[src/rtl/branch_resolve_if.sv]
// Bundle between the issue/ALU side and the branch resolution stage.
// When BRANCH_STATS_EN is defined, the interface also carries the
// branch_count and taken_count statistics outputs.
interface branch_resolve_if;
  logic        valid;
  logic [3:0]  inst_id;
  logic [15:0] pc;
  logic [15:0] offset;
  logic [15:0] alu_out;
  logic        busy;
  logic        redirect;
  logic [15:0] target;
  logic        flush;
`ifdef BRANCH_STATS_EN
  logic [15:0] branch_count;
  logic [15:0] taken_count;

  modport master (
    output valid, inst_id, pc, offset, alu_out,
    input  busy, redirect, target, flush, branch_count, taken_count
  );

  modport slave (
    input  valid, inst_id, pc, offset, alu_out,
    output busy, redirect, target, flush, branch_count, taken_count
  );
`else
  modport master (
    output valid, inst_id, pc, offset, alu_out,
    input  busy, redirect, target, flush
  );

  modport slave (
    input  valid, inst_id, pc, offset, alu_out,
    output busy, redirect, target, flush
  );
`endif
endinterface

[src/rtl/branch_resolve.sv]
// Branch resolution stage sitting directly behind the ALU.
// A branch is captured at issue, and its condition is evaluated against the
// registered ALU result one cycle later. A taken branch produces a one-cycle
// redirect with target = pc + offset (modulo 2^16) and a two-cycle flush.
// The ALU's own zero/pos flags lag by a cycle and are sticky, so the
// condition is recomputed from alu_out here.
// Optional feature macro: BRANCH_STATS_EN adds saturating branch_count and
// taken_count outputs.
module branch_resolve (
  input  logic            clock,
  input  logic            reset,
  branch_resolve_if.slave bus
);

  localparam int DATA_W = 16;

  typedef enum logic [1:0] {
    IDLE  = 2'd0,
    EVAL  = 2'd1,
    FLUSH = 2'd2
  } state_t;

  state_t             state_q, state_d;
  logic               busy_q, busy_d;
  logic               redirect_q, redirect_d;
  logic               flush_q, flush_d;
  logic               cnt_q, cnt_d;
  logic [DATA_W-1:0]  target_q, target_d;

  logic [DATA_W-1:0]  pc_q, pc_d;
  logic [DATA_W-1:0]  offset_q, offset_d;
  logic [1:0]         cond_q, cond_d;

  logic                     is_branch;
  logic                     taken;
  logic signed [DATA_W-1:0] alu_s;

`ifdef BRANCH_STATS_EN
  logic [15:0] branch_count_q, branch_count_d;
  logic [15:0] taken_count_q, taken_count_d;
`endif

  // Condition encoding is the low two opcode bits: 00 beq, 01 bne, 10 bgt, 11 ble.
  function automatic logic cond_taken(input logic [1:0] cond,
                                      input logic signed [DATA_W-1:0] res);
    logic gt;
    gt = (res > 16'sd0);
    case (cond)
      2'b00:   return (res == 16'sd0);
      2'b01:   return (res != 16'sd0);
      2'b10:   return gt;
      default: return !gt;
    endcase
  endfunction

  function automatic logic [15:0] sat_inc(input logic [15:0] v);
    return (v == 16'hFFFF) ? v : v + 16'd1;
  endfunction

  assign is_branch = bus.valid && (bus.inst_id[3:2] == 2'b11);
  assign alu_s     = bus.alu_out;
  assign taken     = cond_taken(cond_q, alu_s);

  // Next-state and next-output logic for the resolve FSM.
  always_comb begin
    state_d    = state_q;
    busy_d     = busy_q;
    redirect_d = 1'b0;
    flush_d    = flush_q;
    cnt_d      = cnt_q;
    target_d   = target_q;
    pc_d       = pc_q;
    offset_d   = offset_q;
    cond_d     = cond_q;
`ifdef BRANCH_STATS_EN
    branch_count_d = branch_count_q;
    taken_count_d  = taken_count_q;
`endif
    case (state_q)
      IDLE: begin
        if (is_branch) begin
          pc_d     = bus.pc;
          offset_d = bus.offset;
          cond_d   = bus.inst_id[1:0];
          state_d  = EVAL;
          busy_d   = 1'b1;
`ifdef BRANCH_STATS_EN
          branch_count_d = sat_inc(branch_count_q);
`endif
        end
      end
      EVAL: begin
        if (taken) begin
          redirect_d = 1'b1;
          target_d   = pc_q + offset_q;
          flush_d    = 1'b1;
          cnt_d      = 1'b1;
          state_d    = FLUSH;
`ifdef BRANCH_STATS_EN
          taken_count_d = sat_inc(taken_count_q);
`endif
        end else begin
          state_d = IDLE;
          busy_d  = 1'b0;
        end
      end
      FLUSH: begin
        if (cnt_q == 1'b0) begin
          state_d = IDLE;
          flush_d = 1'b0;
          busy_d  = 1'b0;
        end else begin
          cnt_d = cnt_q - 1'b1;
        end
      end
      default: begin
        state_d  = IDLE;
        busy_d   = 1'b0;
        flush_d  = 1'b0;
        cnt_d    = 1'b0;
      end
    endcase
  end

  // Control and output registers; reset drops any pending branch.
  always_ff @(posedge clock) begin
    if (reset) begin
      state_q    <= IDLE;
      busy_q     <= 1'b0;
      redirect_q <= 1'b0;
      flush_q    <= 1'b0;
      cnt_q      <= 1'b0;
      target_q   <= '0;
`ifdef BRANCH_STATS_EN
      branch_count_q <= '0;
      taken_count_q  <= '0;
`endif
    end else begin
      state_q    <= state_d;
      busy_q     <= busy_d;
      redirect_q <= redirect_d;
      flush_q    <= flush_d;
      cnt_q      <= cnt_d;
      target_q   <= target_d;
`ifdef BRANCH_STATS_EN
      branch_count_q <= branch_count_d;
      taken_count_q  <= taken_count_d;
`endif
    end
  end

  // Captured branch operands; only read in EVAL, so no reset needed.
  always_ff @(posedge clock) begin
    pc_q     <= pc_d;
    offset_q <= offset_d;
    cond_q   <= cond_d;
  end

  assign bus.busy     = busy_q;
  assign bus.redirect = redirect_q;
  assign bus.flush    = flush_q;
  assign bus.target   = target_q;
`ifdef BRANCH_STATS_EN
  assign bus.branch_count = branch_count_q;
  assign bus.taken_count  = taken_count_q;
`endif

endmodule

[src/flat_wrapper.sv]
// flat-port wrapper written by rule: the top's interface ports become plain ports
module branch_resolve_flat 
  (clock, reset, bus_valid, bus_inst_id, bus_pc, bus_offset, bus_alu_out, bus_busy, bus_redirect, bus_target, bus_flush);
  branch_resolve_if bus_i ();
  input  logic clock;
  input  logic reset;
  input wire logic [$bits(bus_i.valid)-1:0] bus_valid;
  input wire logic [$bits(bus_i.inst_id)-1:0] bus_inst_id;
  input wire logic [$bits(bus_i.pc)-1:0] bus_pc;
  input wire logic [$bits(bus_i.offset)-1:0] bus_offset;
  input wire logic [$bits(bus_i.alu_out)-1:0] bus_alu_out;
  output wire logic [$bits(bus_i.busy)-1:0] bus_busy;
  output wire logic [$bits(bus_i.redirect)-1:0] bus_redirect;
  output wire logic [$bits(bus_i.target)-1:0] bus_target;
  output wire logic [$bits(bus_i.flush)-1:0] bus_flush;
  assign bus_i.valid = bus_valid;
  assign bus_i.inst_id = bus_inst_id;
  assign bus_i.pc = bus_pc;
  assign bus_i.offset = bus_offset;
  assign bus_i.alu_out = bus_alu_out;
  assign bus_busy = bus_i.busy;
  assign bus_redirect = bus_i.redirect;
  assign bus_target = bus_i.target;
  assign bus_flush = bus_i.flush;
  branch_resolve u_core (.clock(clock), .reset(reset), .bus(bus_i));
endmodule
[config.mk]
export PLATFORM = sky130hd
export DESIGN_NAME = branch_resolve_flat
export DESIGN_NICKNAME = d
export VERILOG_FILES = /design/src/rtl/branch_resolve_if.sv /design/src/rtl/branch_resolve.sv /design/src/flat_wrapper.sv
export SDC_FILE = /design/constraint.sdc
export NUM_CORES = 1
export LEC_CHECK = 0
export BUFFER_PORTS_ARGS = -buffer_cell sky130_fd_sc_hd__buf_2
export CORE_ASPECT_RATIO = 0.7
export CORE_MARGIN = 2
export CORE_UTILIZATION = 46
export DETAILED_ROUTE_END_ITERATION = 10
export GPL_TIMING_DRIVEN = 0
export PLACE_DENSITY = 0.75
export SLEW_MARGIN = 20
export SYNTH_ARGS = -nofsm -noshare
export SYNTH_HDL_FRONTEND = slang
export SYNTH_SLANG_ARGS = --single-unit
[constraint.sdc]
create_clock -name clock -period 3.75 [get_ports clock]
set_clock_uncertainty 0.1 [all_clocks]
set_input_delay 0.75 -clock clock [delete_from_list [all_inputs] [get_ports clock]]
set_output_delay 0.75 -clock clock [all_outputs]
set_load 0.02 [all_outputs]
# [After elaboration in Yosys (flattened, before gate mapping)]
# Cells that the tools add are included.
[op_classes] add_sub_neg=2 order_cmp=1 eq_ne=9 n_mux=14 n_bitwise=2 n_reduce_logical=13
[ops] operator="$add A16 B16 Y16" n=1
[ops] operator="$gt A16 B1 Y1 const B" n=1
[ops] operator="$logic_not A16 Y1" n=1
[ops] operator="$reduce_bool A16 Y1" n=1
[ops] operator="$pmux W1 S3" n=4
[ops] operator="$reduce_and A2 Y1" n=4
[ops] operator="$eq A2 B2 Y1 const B" n=3
[ops] operator="$mux W1" n=6
[ops] operator="$mux W2" n=3
[ops] operator="$pmux W2 S3" n=1
[ops] operator="$reduce_and A3 Y1" n=2
[ops] operator="$eq A2 B1 Y1 const B" n=2
[ops] operator="$logic_not A2 Y1" n=2
[ops] operator="$ne A2 B1 Y1 const B" n=2
[ops] operator="$ne A2 B2 Y1 const B" n=2
[ops] operator="$not A1 Y1" n=2
[ops] operator="$reduce_or A2 Y1" n=1
[ops] operator="$logic_and A1 B1 Y1" n=1
[ops] operator="$logic_not A1 Y1" n=1
[ops] operator="$sub A1 B1 Y1 const B" n=1
[word_totals] register_bits=56 inputBits=55 out_inout_bits=19 word_cells=50

# [Logic depth before layout (Yosys ltp)]
# Gate-level depths: netlist of run 1.
[logic_depth] ltp_word=5 mapped_depth=10 mapped_depth_nobuf=10

# [Worst setup path before layout of run 1]
# No wires, ideal clock.
[synth_timing] path_type="input port to flip-flop" start="input port bus_valid" end="register u_core.cond_q[0] (enable)" setup_time_ps=468 t_arrival_ps=3200 required_time_ps=3182 slack_ps=-18 cell_stages=2 n_path_buf=0 cell_sequence="nand3_1 -> nor3_1"
[synth_between] elab_chain_len=2
[synth_lines] element="start, declared" line="flat_wrapper.sv:7" text="input wire logic [$bits(bus_i.valid)-1:0] bus_valid;"
[synth_lines] element="$logic_and A1 B1 Y1" line="branch_resolve.sv:60" text="assign is_branch = bus.valid && (bus.inst_id[3:2] == 2'b11);"
[synth_lines] element="$reduce_and A2 Y1 (no line)"
[synth_lines] element="end signal, assigned" line="branch_resolve.sv:156" text="cond_q <= cond_d;"
[synth_lines] element="end, declared" line="branch_resolve.sv:32" text="logic [1:0] cond_q, cond_d;"
# Every way passes these cells.
# A chain may end at the register's enable or synchronous reset.

# [Final worst setup path of run 1]
[layout_timing] start="register u_core.offset_q[0]" end="register u_core.target_q[12] (netlist: u_core.bus.target[12])"
[layout_between] elab_chain_len=1
[layout_lines] element="start, declared" line="branch_resolve.sv:31" text="logic [DATA_W-1:0] offset_q, offset_d;"
[layout_lines] element="start signal, assigned" line="branch_resolve.sv:155" text="offset_q <= offset_d;"
[layout_lines] element="$add A16 B16 Y16" line="branch_resolve.sv:95" text="target_d = pc_q + offset_q;"
[layout_lines] element="end signal, assigned" line="branch_resolve.sv:144" text="target_q <= target_d;"
[layout_lines] element="end, declared" line="branch_resolve.sv:28" text="logic [DATA_W-1:0] target_q, target_d;"
# Every way passes these cells.

==> impl_metrics.yaml, run 1 <==
outcome:
  run_status: "completed"
pwr:
  p_leak_nw: 1.39
  power.density_nw_per_um2: 373
  power.total_w: 0.00118
  ir_worst_vdd_mv: 0.255
critical_path:
  worst_path_largest_cell_delay_ns: 0.41
  worst_r2r_path_depth: 10
  cp.arrival_ns: 2.61
  critical_path.max_fanout: 3
  cp_common_cell: "a21oi_1"
  worst_ep_required_time_ns: 3.83
  crit_path_start_kind: "flip-flop"
  crit_slowest_cell: "fa_1"
  worstSetupPathType: "flip-flop to flip-flop"
  crit_buf_inv: 1
  worstSetupEndpointType: "flip-flop"
  crit_family: "compound AO/OA/AOI/OAI gates"
  cp_num_cells: 10
  crit_chain: "ha_1, inv_1, fa_1, nor2b_1, o2111ai_1, a21oi_1, a2111oi_0, or3_1, nand3b_1, a21oi_1"
floorplan:
  initial_core_util: 0.486
  num_io_pins: 74
  fp.dieH_microns: 66.7
  rows: 22
  dieArea_sq_um: 6230
  die_w_microns: 93.5
  core_region_area_sq_um: 5310
placed_design:
  port_buffers: 73
  gp_congestion: 0.810
  dp_hpwl_microns: 3850
layout:
  antennaDiodeCount: 0
  drive_above_1_share: 0.275
  layout.nets: 376
  area_growth_pct: 22.8
  fillers: 472
logic_synthesis:
  yosys_warnings: 0
  syn-instance-count: 224
  netlist_area_sq_um: 2580
  synth_edf_count: 34
  synth_area_leaders: "edfxtp_1, dfxtp_1, ha_1"
  netlist.area_leader.share: 0.396
  synth_top_area_cell: "edfxtp_1"
  yosysSeqAreaShare: 0.566
  ys.flop_type: "edfxtp_1"
  synth_nets: 295
  synth_cell_types: 42
  synth.avg_cell_area_sq_um: 11.5
  ys_ff_latch: 56
  ys_async_sr_fraction: 0
clock_tree:
  htree_levels: 2
  numCtsBuffers: 5
  clock_latency_ns: 0.31
  cts_tree: "yes"
  cts_setup_buffers: 0
  clockRootBuffer: "clkbuf_8"
  cts_resized: 0
  cts_hold_buf: 0
  cts.sinks: 56
  clkTransAtPathRegs_ns: 0.09
  cts_buffer_depth: 2
sta:
  setup_viol: 0
  worst_pin_slew_ns: 0.772
  final-hold-violation-count: 0
  max_freq_mhz: 395
  grt_setup_unrepaired: "false"
  fin_crit_ns: 2.53
  slew-limit-headroom: 0.483
  drv_slew: 0
  tns_ns: 0
  finalCritPeriodShare: 0.676
min_path:
  holdPathStages: 2
  min_path_type: "flip-flop to flip-flop"
detailed_routing:
  wl_microns: 4990
  wl_met2_microns: 2170
  first_pass_iters: 4
  top_layer_used: "met4"
  wl_per_cell_microns: 13.2
  vias: 1901
  route.detailed.drc: 0
  drt_iter0_drc: 73
  wl_met1_microns: 2390
  avgViaCountPerCell: 5.03
  ant_nets: 0
  wl_met3_microns: 417
global_route:
  grt_use_total: 0.171
  grt_pass1_wl_microns: 8020
  overflow: 0
  grt_pass1_vias: 1743
  antenna_found_initial: 0
  grt_start_max_net_pins: 20
run:
  cap_violations: 0
==> state kept, by name (all words and copies together), names as in the netlist <==
name	flops
u_core.bus.target	16
u_core.bus.flush	1
u_core.bus.busy	1
u_core.offset_q	16
u_core.cnt_q	1
u_core.pc_q	16
u_core.cond_q	2
u_core.state_q	2
u_core.bus.redirect	1
==> metal layers <==
| metal | track usage | vias up |
|---|---|---|
| met2 | 0.268 | 73 |
| li1 | - | 980 |
| met3 | 0.0486 | 2 |
| met4 | 0.0441 | 0 |
| met5 | 0 | - |
| met1 | 0.235 | 846 |
==> worst min-delay path, stage by stage (launching register included) <==
cell     delay (ns)
dfxtp_1        0.32
nand2_1        0.05
a21oi_1        0.05
==> synthesized netlist by cell type (2+ instances only) <==
| library cell | number |
|---|---|
| a211oi_1 | 2 |
| nor4_1 | 5 |
| and2_1 | 2 |
| edfxtp_1 | 34 |
| clkbuf_1 | 4 |
| a21oi_1 | 23 |
| a21o_1 | 3 |
| nor3_1 | 2 |
| xor2_1 | 5 |
| and3_1 | 2 |
| nor2_1 | 19 |
| dfxtp_1 | 22 |
| inv_1 | 9 |
| nor2b_1 | 2 |
| nand3_1 | 5 |
| nand2b_1 | 2 |
| mux2i_1 | 13 |
| o21a_1 | 2 |
| o21ai_0 | 7 |
| nand2_1 | 13 |
| nand3b_1 | 2 |
| a31oi_1 | 3 |
| ha_1 | 15 |
| o21bai_1 | 2 |
| xnor2_1 | 9 |
==> path summary, 6_finish.rpt <==
| path | endpoint | slack [ns] | start |
|---|---|---|---|
| max | u_core.bus.target[12] | 1.22 | u_core.offset_q[0] |
| min | u_core.bus.target[1] | 0.37 | u_core.bus.target[1] |
| max reg2reg | u_core.bus.target[12] | 1.22 | u_core.offset_q[0] |
| min reg2reg | u_core.bus.target[1] | 0.37 | u_core.bus.target[1] |
==> placed cells by master (no fill, tap or decap), types with 3 or more instances in the layout <==
master / netlist / layout
xor2_1: 5 / 5
clkbuf_1: 4 / 6
nand2_1: 13 / 13
nor4_1: 5 / 5
ha_1: 15 / 15
xnor2_1: 9 / 9
a21o_1: 3 / 3
buf_2: 1 / 74
a31oi_1: 3 / 3
mux2i_1: 13 / 13
dfxtp_1: 22 / 22
edfxtp_1: 34 / 34
nor2_1: 19 / 19
clkbuf_8: 0 / 5
a21oi_1: 23 / 23
o21ai_0: 7 / 7
inv_1: 9 / 9
nand3_1: 5 / 5
==> logic make-up (layout without fill, tap and decap cells) <==
logic type / count (synthesis) / in the layout / synth area share
XOR/XNOR: 14 / 14 / 0.0475
flip-flops: 56 / 56 / 0.566
AO/OA/AOI/OAI: 51 / 51 / 0.119
adder cells (fa/ha/maj): 16 / 16 / 0.0805
AND/OR/NAND/NOR: 59 / 59 / 0.112
multiplexers: 13 / 13 / 0.0504
buffers and inverters: 15 / 97 / 0.0238
==> final cells by class <==
class | instances | area, sq um | share of cell area
Sequential cell | 56 | 1460 | 0.461
Multi-Input combinational cell | 153 | 1070 | 0.337
Timing Repair Buffer | 74 | 380 | 0.120
Tap cell | 72 | 90.1 | 0.0284
Clock buffer | 7 | 76.3 | 0.0241
Inverter | 9 | 33.8 | 0.0107
Clock inverter | 1 | 30.0 | 0.00948
Buffer | 6 | 27.5 | 0.00869
==> per-stage QoR <==
step,instances,util,area (sq um),hold slack [ns],setup slack [ns]
finish,378,0.596,3170,0.367,1.22
global route,378,0.596,3170,0.399,0.996
CTS,378,0.596,3170,0.363,1.21
detailed placement,370,0.576,3060,0.351,1.15
global placement,369,0.572,3040,0.342,0.409
floorplan,224,-,2580,0.376,1.02
==> report_power, final <==
part	internal [W]	total [W]	switching, W
Combinational	0.0000580	0.000124	0.0000656
Sequential	0.000669	0.000675	0.00000649
Clock	0.000200	0.000384	0.000184
Total	0.000927	0.00118	0.000256
(Power assumes the default switching activity.)
==> run 2: changes to the inputs <==
--- a/config.mk
+++ b/config.mk
@@ -8,10 +8,10 @@
 export BUFFER_PORTS_ARGS = -buffer_cell sky130_fd_sc_hd__buf_2
 export CORE_ASPECT_RATIO = 0.7
 export CORE_MARGIN = 2
-export CORE_UTILIZATION = 46
+export CORE_UTILIZATION = 51
 export DETAILED_ROUTE_END_ITERATION = 10
 export GPL_TIMING_DRIVEN = 0
-export PLACE_DENSITY = 0.75
+export PLACE_DENSITY = 0.79
 export SLEW_MARGIN = 20
 export SYNTH_ARGS = -nofsm -noshare
 export SYNTH_HDL_FRONTEND = slang
==> constraint.sdc (replaced) <==
create_clock -name clock -period 2.5 [get_ports clock]
set_clock_uncertainty 0.1 [all_clocks]
set_input_delay 0.5 -clock clock [delete_from_list [all_inputs] [get_ports clock]]
set_output_delay 0.5 -clock clock [all_outputs]
set_load 0.02 [all_outputs]
==> impl_metrics.yaml, run 2 (synthesized netlist as in run 1, its figures left out) <==
outcome:
  run_status: "completed"
critical_path:
  crit_chain: "ha_2, inv_1, fa_1, nor2b_2, o2111ai_2, a21oi_2, a2111oi_1, or3_1, nand3b_1, a21oi_1"
  worst_ep_required_time_ns: 2.58
  worstSetupPathType: "flip-flop to flip-flop"
  r2r-start: "u_core.offset_q[0]"
  startpoint: "u_core.offset_q[0]"
  critical_path.max_fanout: 3
  crit_buf_inv: 1
  worst_path_largest_cell_delay_ns: 0.42
  crit_family: "simple AND/OR/NAND/NOR gates"
  crit_slowest_cell: "fa_1"
  worst_r2r_path_depth: 10
  worstSetupEndpointType: "flip-flop"
  r2r_end: "u_core.bus.target[12]"
  cp.arrival_ns: 2.49
  crit_path_start_kind: "flip-flop"
  reg2reg_slack_ns: 0.09
detailed_routing:
  avgViaCountPerCell: 5.32
  ant_nets: 0
  wl_microns: 5310
  route.detailed.drc: 0
  drt_iter0_drc: 133
  wl_per_cell_microns: 14.1
  first_pass_iters: 4
  vias: 2000
layout:
  mostFrequentLayoutCells: "buf_2, edfxtp_1, a21oi_1, dfxtp_1, nor2_1"
  final_common_cell: "buf_2"
  area_growth_pct: 24.0
  layout.nets: 377
  drive_above_1_share: 0.293
  antennaDiodeCount: 0
  finalInstanceArea_sq_um: 3200
  fillers: 392
placed_design:
  gp_congestion: 0.883
  dp_hpwl_microns: 3960
  place_area_sq_um: 3070
  port_buffers: 73
floorplan:
  dieArea_sq_um: 5650
  initial_core_util: 0.534
  core_region_area_sq_um: 4830
  num_io_pins: 74
  fp.dieH_microns: 63.5
  rows: 21
  die_w_microns: 89.0
global_route:
  grt_start_max_net_pins: 19
  grt_pass1_vias: 1913
  overflow: 0
  antenna_found_initial: 0
  grt_use_total: 0.196
  grt_pass1_wl_microns: 8420
sta:
  setup_viol: 0
  max_freq_mhz: 415
  drv_slew: 0
  fin_crit_ns: 2.41
  fin_hold_ws_ns: 0.261
  worst_pin_slew_ns: 0.555
  finalCritPeriodShare: 0.963
  final-hold-violation-count: 0
  slew-limit-headroom: 0.630
pwr:
  p_leak_nw: 1.40
  ir_worst_vdd_mv: 0.360
  power.density_nw_per_um2: 558
clock_tree:
  numCtsBuffers: 5
  clock_latency_ns: 0.30
  clkTransAtPathRegs_ns: 0.10
  clockRootBuffer: "clkbuf_8"
  cts_buffer_depth: 2
  cts.sinks: 56
  cts_tree: "yes"
  cts_hold_buf: 0
  htree_levels: 2
run:
  cap_violations: 0
min_path:
  holdPathStages: 1
  min_path_type: "input pin to flip-flop"
  hold_start: "bus_pc[13]"
  min_to: "u_core.pc_q[13]"
-- run 2: what timing repair did --
action / 4_1_cts / 5_1_grt
endpoints found under the setup margin: 1 / 3
pin swaps: 0 / 1
buffers inserted: 0 / 0
gates resized for setup: 1 / 5
-- run 2: layout make-up --
cell class	instances	area, sq um	area share
inverter	9	33.8	0.0106
tap	69	86.3	0.0270
clock inverter	1	30.0	0.00939
buffer	6	27.5	0.00861
sequential	56	1460	0.457
clock buffer	7	76.3	0.0239
timing repair buffer	75	392	0.122
multi-input combinational	153	1090	0.341
-- run 2: how the worst max path moves through the flow --
stage                            end  slack, ns  cells after the start
3_5_place_dp   u_core.bus.target[12]      0.004                     10
2_1_floorplan       u_core.cond_q[0]       0.02                      2
5_1_grt        u_core.bus.target[12]     -0.008                     10
4_1_cts        u_core.bus.target[12]       0.04                     10
3_3_place_gp          u_core.pc_q[6]      -0.58                      3
6_report       u_core.bus.target[12]       0.09                     10
-- run 2: layer usage --
layer  vias up  track usage  share of wire
met5         -            0              0
met4         0       0.0504          0.011
met3         9       0.0406          0.078
met2        85        0.320           0.45
met1       925        0.268           0.46
li1        981            -              -
-- run 2: power breakdown --
part / total [W] / internal [W] / switching [W]
clock: 0.000581 / 0.000300 / 0.000280
sequential: 0.00101 / 0.00100 / 0.0000101
combinational: 0.000192 / 0.0000894 / 0.000103
total: 0.00179 / 0.00139 / 0.000393
-- run 2: metrics by stage --
stage           TNS, ns  total power [W]  cells  setup WS, ns  utilization
3_5_place_dp          0          0.00122    368       0.00386        0.635
2_1_floorplan         0          0.00114    224        0.0155            -
6_report              0          0.00179    376        0.0918        0.661
3_3_place_gp     -19.69          0.00121    366        -0.580        0.628
5_1_grt        -0.00816          0.00186    376      -0.00816        0.661
4_1_cts               0          0.00179    376        0.0368        0.658
